==> src/rtl/mem_reinit_ctrl.sv <==
// -----------------------------------------------------------------------------
// mem_reinit_ctrl
// Sequencer that owns the ports of one simple-dual-port block RAM
// (WID_MEM x DEPTH_MEM, 1-cycle registered read).
//   - IDLE     : user port passes straight through to the RAM.
//   - FILL     : reloads every RAM word from a valid/ready stream.
//   - READ/DRAIN: reads the whole RAM back and sums it into a 32-bit checksum.
//
// Ports
//   clk, reset        clock (rising edge), asynchronous active-low reset
//   start, mode       one-cycle start pulse (IDLE only); mode 0 = fill, 1 = checksum
//   busy, done        sequence in progress / one-cycle completion pulse
//   checksum          result of the last checksum run
//   in_valid/in_data/in_ready   fill word stream
//   user_raddr/user_waddr/user_din/user_we/user_grant   user RAM port (IDLE only)
//   mem_raddr/mem_waddr/mem_din/mem_we/mem_dout         RAM connections
// -----------------------------------------------------------------------------
module mem_reinit_ctrl #(
  parameter int WID_MEM   = 16,
  parameter int DEPTH_MEM = 4096,
  parameter int ADDR_W    = 12
) (
  input  logic               clk,
  input  logic               reset,
  input  logic               start,
  input  logic               mode,
  output logic               busy,
  output logic               done,
  output logic [31:0]        checksum,
  input  logic               in_valid,
  input  logic [WID_MEM-1:0] in_data,
  output logic               in_ready,
  input  logic [ADDR_W-1:0]  user_raddr,
  input  logic [ADDR_W-1:0]  user_waddr,
  input  logic [WID_MEM-1:0] user_din,
  input  logic               user_we,
  output logic               user_grant,
  output logic [ADDR_W-1:0]  mem_raddr,
  output logic [ADDR_W-1:0]  mem_waddr,
  output logic [WID_MEM-1:0] mem_din,
  output logic               mem_we,
  input  logic [WID_MEM-1:0] mem_dout
);

  localparam logic [ADDR_W-1:0] LP_LAST = ADDR_W'(DEPTH_MEM - 1);
  localparam logic [ADDR_W-1:0] LP_ONE  = ADDR_W'(1);

  typedef enum logic [1:0] {
    ST_IDLE  = 2'd0,
    ST_FILL  = 2'd1,
    ST_READ  = 2'd2,
    ST_DRAIN = 2'd3
  } state_t;

  // Zero-extend a RAM word to the 32-bit accumulator width (works for WID_MEM=32 too).
  function automatic logic [31:0] zext_word(input logic [WID_MEM-1:0] d);
    logic [31:0] v;
    v = 32'd0;
    v[WID_MEM-1:0] = d;
    return v;
  endfunction

  state_t              r_state;
  state_t              w_state_nxt;
  logic [ADDR_W-1:0]   r_addr;
  logic [31:0]         r_acc;
  logic [31:0]         r_checksum;
  logic                r_fill_done;
  logic                w_last;
  logic                w_fill_hs;
  logic [31:0]         w_acc_sum;

  assign w_last    = (r_addr == LP_LAST);
  // in_ready is 1 throughout FILL, so a valid word is always a handshake there.
  assign w_fill_hs = (r_state == ST_FILL) && in_valid;
  assign w_acc_sum = r_acc + zext_word(mem_dout);

  // State register.
  always_ff @(posedge clk or negedge reset) begin
    if (!reset) begin
      r_state <= ST_IDLE;
    end else begin
      r_state <= w_state_nxt;
    end
  end

  // Next-state decode.
  always_comb begin
    w_state_nxt = r_state;
    case (r_state)
      ST_IDLE: begin
        if (start) begin
          w_state_nxt = mode ? ST_READ : ST_FILL;
        end else begin
          w_state_nxt = ST_IDLE;
        end
      end
      ST_FILL: begin
        if (w_fill_hs && w_last) begin
          w_state_nxt = ST_IDLE;
        end else begin
          w_state_nxt = ST_FILL;
        end
      end
      ST_READ: begin
        if (w_last) begin
          w_state_nxt = ST_DRAIN;
        end else begin
          w_state_nxt = ST_READ;
        end
      end
      ST_DRAIN: begin
        w_state_nxt = ST_IDLE;
      end
      default: begin
        w_state_nxt = ST_IDLE;
      end
    endcase
  end

  // Address counter, accumulator, checksum result and fill-complete pulse.
  always_ff @(posedge clk or negedge reset) begin
    if (!reset) begin
      r_addr      <= '0;
      r_acc       <= 32'd0;
      r_checksum  <= 32'd0;
      r_fill_done <= 1'b0;
    end else begin
      r_fill_done <= w_fill_hs && w_last;
      case (r_state)
        ST_IDLE: begin
          if (start) begin
            r_addr <= '0;
            if (mode) begin
              r_acc <= 32'd0;
            end
          end
        end
        ST_FILL: begin
          if (in_valid) begin
            r_addr <= r_addr + LP_ONE;
          end
        end
        ST_READ: begin
          r_addr <= r_addr + LP_ONE;
          // The first READ cycle has no read data back yet.
          if (r_addr != '0) begin
            r_acc <= w_acc_sum;
          end
        end
        ST_DRAIN: begin
          r_acc      <= w_acc_sum;
          r_checksum <= w_acc_sum;
        end
        default: begin
          r_addr <= '0;
        end
      endcase
    end
  end

  // Output decode: RAM port mux, handshake and status.
  always_comb begin
    mem_raddr  = user_raddr;
    mem_waddr  = user_waddr;
    mem_din    = user_din;
    mem_we     = 1'b0;
    in_ready   = 1'b0;
    user_grant = 1'b0;
    busy       = 1'b0;
    done       = r_fill_done;
    checksum   = r_checksum;
    case (r_state)
      ST_IDLE: begin
        user_grant = 1'b1;
        // Keep the RAM write-protected while reset is held.
        mem_we     = user_we && reset;
      end
      ST_FILL: begin
        busy      = 1'b1;
        in_ready  = 1'b1;
        mem_raddr = r_addr;
        mem_waddr = r_addr;
        mem_din   = in_data;
        mem_we    = in_valid;
      end
      ST_READ: begin
        busy      = 1'b1;
        mem_raddr = r_addr;
        mem_waddr = r_addr;
        mem_din   = '0;
      end
      ST_DRAIN: begin
        busy      = 1'b1;
        done      = 1'b1;
        mem_raddr = r_addr;
        mem_waddr = r_addr;
        mem_din   = '0;
        // Final value is already visible in the cycle done is raised.
        checksum  = w_acc_sum;
      end
      default: begin
        busy = 1'b0;
      end
    endcase
  end

endmodule

==> config.mk <==
export PLATFORM = sky130hd
export DESIGN_NAME = mem_reinit_ctrl
export DESIGN_NICKNAME = d
export VERILOG_FILES = /design/src/rtl/mem_reinit_ctrl.sv
export SDC_FILE = /design/constraint.sdc
export NUM_CORES = 1
export LEC_CHECK = 0
export ABC_AREA = 1
export ABC_CLOCK_PERIOD_IN_PS = 4700
export BUFFER_PORTS_ARGS = -buffer_cell sky130_fd_sc_hd__buf_4
export CAP_MARGIN = 20
export CORE_MARGIN = 3
export CORE_UTILIZATION = 50
export DETAILED_ROUTE_END_ITERATION = 6
export HOLD_SLACK_MARGIN = 0.02
export PLACE_DENSITY = 0.8
export SETUP_SLACK_MARGIN = 0.15
export SLEW_MARGIN = 5
export SYNTH_ARGS = -nofsm -noshare
export SYNTH_HDL_FRONTEND = slang
export SYNTH_SLANG_ARGS = --single-unit
==> constraint.sdc <==
create_clock -name clk -period 4.7 [get_ports clk]
set_input_delay 0.235 -clock clk [delete_from_list [all_inputs] [get_ports clk]]
set_output_delay 0.235 -clock clk [all_outputs]
set_load 0.05 [all_outputs]
==> reports/results.ini, run 1 <==
[grt]
antenna_found_initial=0
grt_pass1_vias=5140
grt_max_degree=46
track_usage_pct=24.6
grt_first_pass_wirelength_um=23600
gr-total-overflow=0

[power]
p_clk_share_pct=15.4
power.leakage_nw=3.95
powerDensity_nw_per_um2=562
p_sw_share_pct=52.0
netSwitchingPower_mw=2.01
seqPwrFrac_pct=23.9
cellInternalPower_mw=1.85
ir_drop_v=0.000342
power.combinational.fraction_pct=60.8

[layout]
fill_cells=946
drive_gt1_share_pct=21.7
mostFrequentLayoutCell=nand2_1
fin_util_pct=66.1
layout_common_cells=nand2_1, buf_4, inv_1
area_delta_synth_final_pct=27.7
fin_nets=1039
diodes=0

[worst_hold_path]
hp-start=mode
hold_class=input pin to flop
hold_depth=3
whs_endpoint=r_state[1]

[detailed_routing]
wl_per_cell_um=13.3
num_vias=5372
routed_wl_um=14300
viasPerCell=4.99
ant_nets=0
drt_iter0_drc=244
drc=0
drt_first_pass_iters=5

[critical_path]
r2r_setup_slack_ps=1730
cp.arrival_ps=3250
cp_max_fo=32
crit_path_top_delay_cell=nor2_4
r2r_end=r_acc[9]
crit_type=flop to flop
cp_common_cell=inv_1
path_delay_family=simple AND/OR/NAND/NOR gates
crit_path_end_kind=flop
r2r-start=r_state[0]
crit_buf_inv=3
startpoint_type=flop
r2r_cells=9
path_cells=inv_1, ha_1, inv_1, nor2_1, nor3_2, nand2_2, nor2_4, inv_2, o21ai_0
slowest_delay_ps=610
required_ps=4980

[cts]
cts_setup_buffers=0
cts.repair.resized=0
cts_sinks=79
clockBufferDepth=2
worstSkewPairLatency_ps=370
cts.clk_slew.worst_paths_ps=90
numCtsBuffers=9
cts-root-buf=clkbuf_8
htreeDepth=3
cts_tree=yes

[logic_synthesis]
synth_top_flop_cell=dfrtp_1
syn_inst=786
synth_nets=890
synth-edff-count=0
ys_seq_area_share_pct=36.8
netlist_area_um2=5370
ys_warn_count=0
async_reset_ff_share_pct=100
avgSynthCellArea_um2=6.83
ys_ff_latch=79
yosysUniqueCellTypes=38

[sta]
rsz0062_at_grt=no
min_period_over_period_pct=63.2
setup_viol=0
drv_slew=0
hold_viol_final=0
tns_ps=0
max_slew_margin_pct=40.3
worst_pin_slew_ps=895
skew_ps=12.3
max_freq_mhz=337
period_needed_ps=2970

[placed_design]
hpwlAfterDp_um=11200
port-buffer-count=154
place.gp.congestion=0.968

[floorplanning]
die-area_um2=12000
die_x_um=110
io_pins=155
dieHeight_um=110
core-area_um2=10400
initial_core_util_pct=51.8
fp-row-count=37

[run]
maxCapViolCount=0

[outcome]
status=finished clean

-- layer usage --
metal	global-route usage, %	part of all wire (%)	wire [um]	vias up
met4	7.84	1.3	182	0
met1	31.7	45	6380	2447
li1	-	-	-	2762
met5	0	0	0	-
met3	4.46	5.5	783	17
met2	42.0	49	6960	146
-- logic make-up (layout without fill, tap and decap cells) --
kind of cell / after synthesis / count (layout) / share of synthesized area (%)
adders and majority gates: 26 / 26 / 6.20
buffers and inverters: 119 / 273 / 8.69
xor gates and xnor gates: 14 / 14 / 2.28
and+or+nand+nor: 475 / 475 / 37.9
DFF: 79 / 79 / 36.8
AOI/OAI and AO/OA: 73 / 73 / 8.07
-- what timing repair did --
item / CTS / global route
endpoints found under the setup margin: 0 / 0
hold endpoints to repair: 38 / 0
hold buffers: 1 / 0
-- sequential cells by signal, indices dropped and copies added (netlist names) --
name	flops
r_addr	12
r_checksum	32
r_fill_done	1
r_state	2
r_acc	32
-- worst min-delay path, cell delays in order --
cell and delay, ps:
buf_4 90, nand3_1 70, nand2_1 60
-- through the flow --
stage	power, mW	hold slack (ps)	instance area [um^2]	cells	setup slack [ps]
floorplan	2.64	-60.6	5370	786	1900
global placement	3.26	255	6620	1059	1820
detailed placement	3.28	260	6620	1059	1730
CTS	3.88	117	6860	1076	1720
global route	4.12	132	6860	1076	1380
finish	3.86	130	6860	1076	1730
-- cell type report --
cell class	count	area, um^2	share of cell area [%]
multi-input cells	588	2920	42.7
flip-flops and latches	79	1980	28.8
repair buffers	157	1180	17.2
inverters	100	375	5.48
well taps	136	170	2.48
clock buffers	10	138	2.01
clock inverters	6	90.1	1.31
-- cells in the mapped netlist, drive strengths merged, types with 8 or more instances --
library cell  instances  area (um^2)
dfrtp                79         1980
inv                  99          372
nor2                 39          191
a22o                 16          140
buf                   8         50.1
nand3                60          310
o21ai                37          185
nor3                 16          116
nand2               342         1300
xnor2                11         96.3
ha                   25          313
clkbuf               11         41.3
a21oi                17         85.1
-- power groups by stage --
| stage | clock (mW) | combinational (mW) | sequential (mW) |
|---|---|---|---|
| 2_1_floorplan | 0 | 1.73 | 0.908 |
| 3_3_place_gp | 0 | 2.33 | 0.925 |
| 3_5_place_dp | 0 | 2.35 | 0.931 |
| 4_1_cts | 0.598 | 2.36 | 0.919 |
| 5_1_grt | 0.632 | 2.55 | 0.937 |
| 6_report | 0.592 | 2.34 | 0.920 |
-- worst max-delay path by stage --
stage	start	endpoint	slack, ps	cells past startpoint
finish	r_state[0]	r_acc[9]	1730	9
detailed placement	r_state[0]	r_acc[9]	1730	9
global placement	r_state[0]	r_acc[9]	1820	9
CTS	r_state[0]	r_acc[9]	1720	9
global route	r_state[0]	r_acc[6]	1380	9
floorplan	r_acc[0]	r_checksum[8]	1900	8
Note: power is estimated with default switching activity, not from simulation.
==> inputs of run 2 (changes only) <==
--- a/config.mk
+++ b/config.mk
@@ -6,7 +6,7 @@
 export NUM_CORES = 1
 export LEC_CHECK = 0
 export ABC_AREA = 1
-export ABC_CLOCK_PERIOD_IN_PS = 4700
+export ABC_CLOCK_PERIOD_IN_PS = 3100
 export BUFFER_PORTS_ARGS = -buffer_cell sky130_fd_sc_hd__buf_4
 export CAP_MARGIN = 20
 export CORE_MARGIN = 3
==> constraint.sdc (replaced) <==
create_clock -name clk -period 3.1 [get_ports clk]
set_input_delay 0.155 -clock clk [delete_from_list [all_inputs] [get_ports clk]]
set_output_delay 0.155 -clock clk [all_outputs]
set_load 0.05 [all_outputs]
==> run 2 against run 1 <==
Compared with the run above: wire length is 0.30% lower; largest power group unchanged; register-to-register slack worse by 840 ps; largest cell class unchanged; clock power up 41%; total power is 51% higher; final cell count up 0.46%; via count about the same; sequential share of layout area shrank 0.15 points; setup slack worse by 1400 ps.
==> reports/results.ini, run 2 (synthesized netlist as in run 1, its figures left out) <==
[outcome]
status=finished clean  ; unchanged

[grt]
antenna_found_initial=0  ; unchanged
grt_first_pass_wirelength_um=23500  ; was 23600 um
grt_max_degree=45  ; was 46
track_usage_pct=24.8  ; was 24.6%
grt_pass1_vias=5206  ; was 5140
gr-total-overflow=0  ; unchanged

[detailed_routing]
drt_iter0_drc=295  ; was 244
wl_per_cell_um=13.2  ; was 13.3 um
ant_nets=0  ; unchanged
viasPerCell=4.97  ; was 4.99
drt_first_pass_iters=5  ; unchanged
num_vias=5373  ; was 5372
routed_wl_um=14300  ; about the same
drc=0  ; unchanged

[cts]
cts_setup_buffers=0  ; unchanged
cts.clk_slew.worst_paths_ps=80  ; was 90 ps
numCtsBuffers=9  ; unchanged
htreeDepth=3  ; unchanged
cts-root-buf=clkbuf_8  ; unchanged
cts_sinks=79  ; unchanged
worstSkewPairLatency_ps=350  ; was 370 ps
cts_tree=yes  ; unchanged
clockBufferDepth=2  ; unchanged

[sta]
min_period_over_period_pct=90.5
setup_viol=0  ; unchanged
rsz0062_at_grt=no  ; unchanged
skew_ps=12.7  ; was 12.3 ps
max_freq_mhz=357
hold_viol_final=0  ; unchanged
drv_slew=0  ; unchanged
tns_ps=0  ; unchanged
period_needed_ps=2800
worst_pin_slew_ps=665  ; was 895 ps
hold_slack_ps=55.1  ; was 130 ps
max_slew_margin_pct=55.4  ; was 40.3%

[layout]
drive_gt1_share_pct=22.0  ; was 21.7%
diodes=0  ; unchanged
area_delta_synth_final_pct=28.4  ; was 27.7%
fill_cells=974  ; was 946
fin_nets=1045  ; was 1039
layout_common_cells=nand2_1, buf_4, inv_1  ; unchanged
largestRegisters=r_acc: 32 flops, r_checksum: 32 flops, r_addr: 12 flops  ; unchanged
mostFrequentLayoutCell=nand2_1  ; unchanged

[power]
ir_drop_v=0.000508  ; was 0.000342 V
power.leakage_nw=3.97  ; was 3.95 nW
powerDensity_nw_per_um2=842  ; was 562 nW/um^2

[critical_path]
r2r_end=r_checksum[16]  ; was r_acc[9]
cp-endpoint=checksum[16]  ; was r_acc[9]
cp_common_cell=nand2_1  ; was inv_1
crit_start=r_acc[0]  ; was r_state[0]
cp.arrival_ps=2650  ; was 3250 ps
path_cells=ha_1, fa_1, nand3_1, nand2_1, nand2_1, nand2_1, nand2_1, nand3_1, or2_1, nand3_1, nand2_1, buf_4  ; was inv_1, ha_1, inv_1, nor2_1, nor3_2, nand2_2, nor2_4, inv_2, o21ai_0
crit_path_top_delay_cell=fa_1  ; was nor2_4
startpoint_type=flop  ; unchanged
required_ps=2940  ; was 4980 ps
slowest_delay_ps=420  ; was 610 ps
cp_max_fo=4  ; was 32
r2r_cells=11  ; was 9
crit_type=flop to output port  ; was flop to flop
r2r-start=r_acc[0]  ; was r_state[0]
r2r_setup_slack_ps=890  ; was 1730 ps
crit_path_end_kind=output port  ; was flop

[floorplanning]
initial_core_util_pct=51.8  ; unchanged
fp-row-count=37  ; unchanged
die-area_um2=12000  ; unchanged
dieHeight_um=110  ; unchanged
die_x_um=110  ; unchanged
io_pins=155  ; unchanged
core-area_um2=10400  ; unchanged

[worst_hold_path]
hold_class=input pin to flop  ; unchanged

[run]
maxCapViolCount=0  ; unchanged

[placed_design]
place.gp.congestion=1.00  ; was 0.968
port-buffer-count=154  ; unchanged
hpwlAfterDp_um=11300  ; was 11200 um

## run 2: cell count changes in the layout (fill, tap and decap cells not counted)
cell	delta
buf_4	+4
buf_6	+2
clkbuf_1	+1
clkbuf_8	-1
clkinv_2	-1
clkinv_4	+1
clkinvlp_4	+1
inv_6	-2
## run 2: critical path, delay by kind of cell, from the launching register on
family | cells | cell delay (ps)
adder cells (fa/ha/maj) | 2 | 640
buffers and inverters | 1 | 190
flip-flops | 1 | 390
AND/OR/NAND/NOR | 9 | 1080
## run 2: metal layers
| metal | wire [um] | up-vias | track usage, % |
|---|---|---|---|
| li1 | - | 2785 | - |
| met1 | 6500 | 2422 | 32.6 |
| met2 | 6860 | 156 | 42.1 |
| met3 | 737 | 10 | 4.58 |
| met4 | 168 | 0 | 6.23 |
| met5 | 0 | - | 0 |
## run 2: what timing repair did
item,4_1_cts,5_1_grt
gates resized for setup,0,2
hold endpoints to repair,35,0
endpoints found under the setup margin,0,2
hold buffers,1,0
## run 2: final cells by class
| class | count | area (um^2) | area share, % |
|---|---|---|---|
| sequential | 79 | 1980 | 28.7 |
| tap | 136 | 170 | 2.47 |
| clock inverter | 5 | 83.8 | 1.22 |
| multi-input combinational | 588 | 2920 | 42.4 |
| timing repair buffer | 163 | 1230 | 17.9 |
| clock buffer | 10 | 128 | 1.85 |
| inverter | 100 | 375 | 5.45 |
## run 2: where the power goes
group          internal [mW]  switching, mW
combinational           1.08           2.50
clock                  0.451          0.385
sequential              1.27          0.120
total                   2.80           3.01
## run 2: per-stage QoR
| step | total power [mW] | std cells | utilization (%) | setup slack, ps | area, um^2 |
|---|---|---|---|---|---|
| final | 5.80 | 1081 | 66.5 | 296 | 6890 |
| after CTS | 5.85 | 1081 | 66.4 | 285 | 6880 |
| after global routing | 6.21 | 1081 | 66.5 | 153 | 6890 |
| after detailed placement | 5.00 | 1065 | 64.2 | 680 | 6660 |
| after floorplan | 4.00 | 786 | - | 297 | 5370 |
| after global placement | 4.96 | 1065 | 64.2 | 717 | 6660 |
## run 2: worst min path at each step
stage               start             end  slack [ps]  cells after the start
floorplan           reset        r_acc[0]        -140                      0
global placement    reset  r_checksum[29]         150                      1
detailed placement  reset  r_checksum[29]         160                      1
CTS                  mode      r_state[1]          40                      3
global route         mode      r_state[1]          40                      3
finish               mode      r_state[1]          60                      3
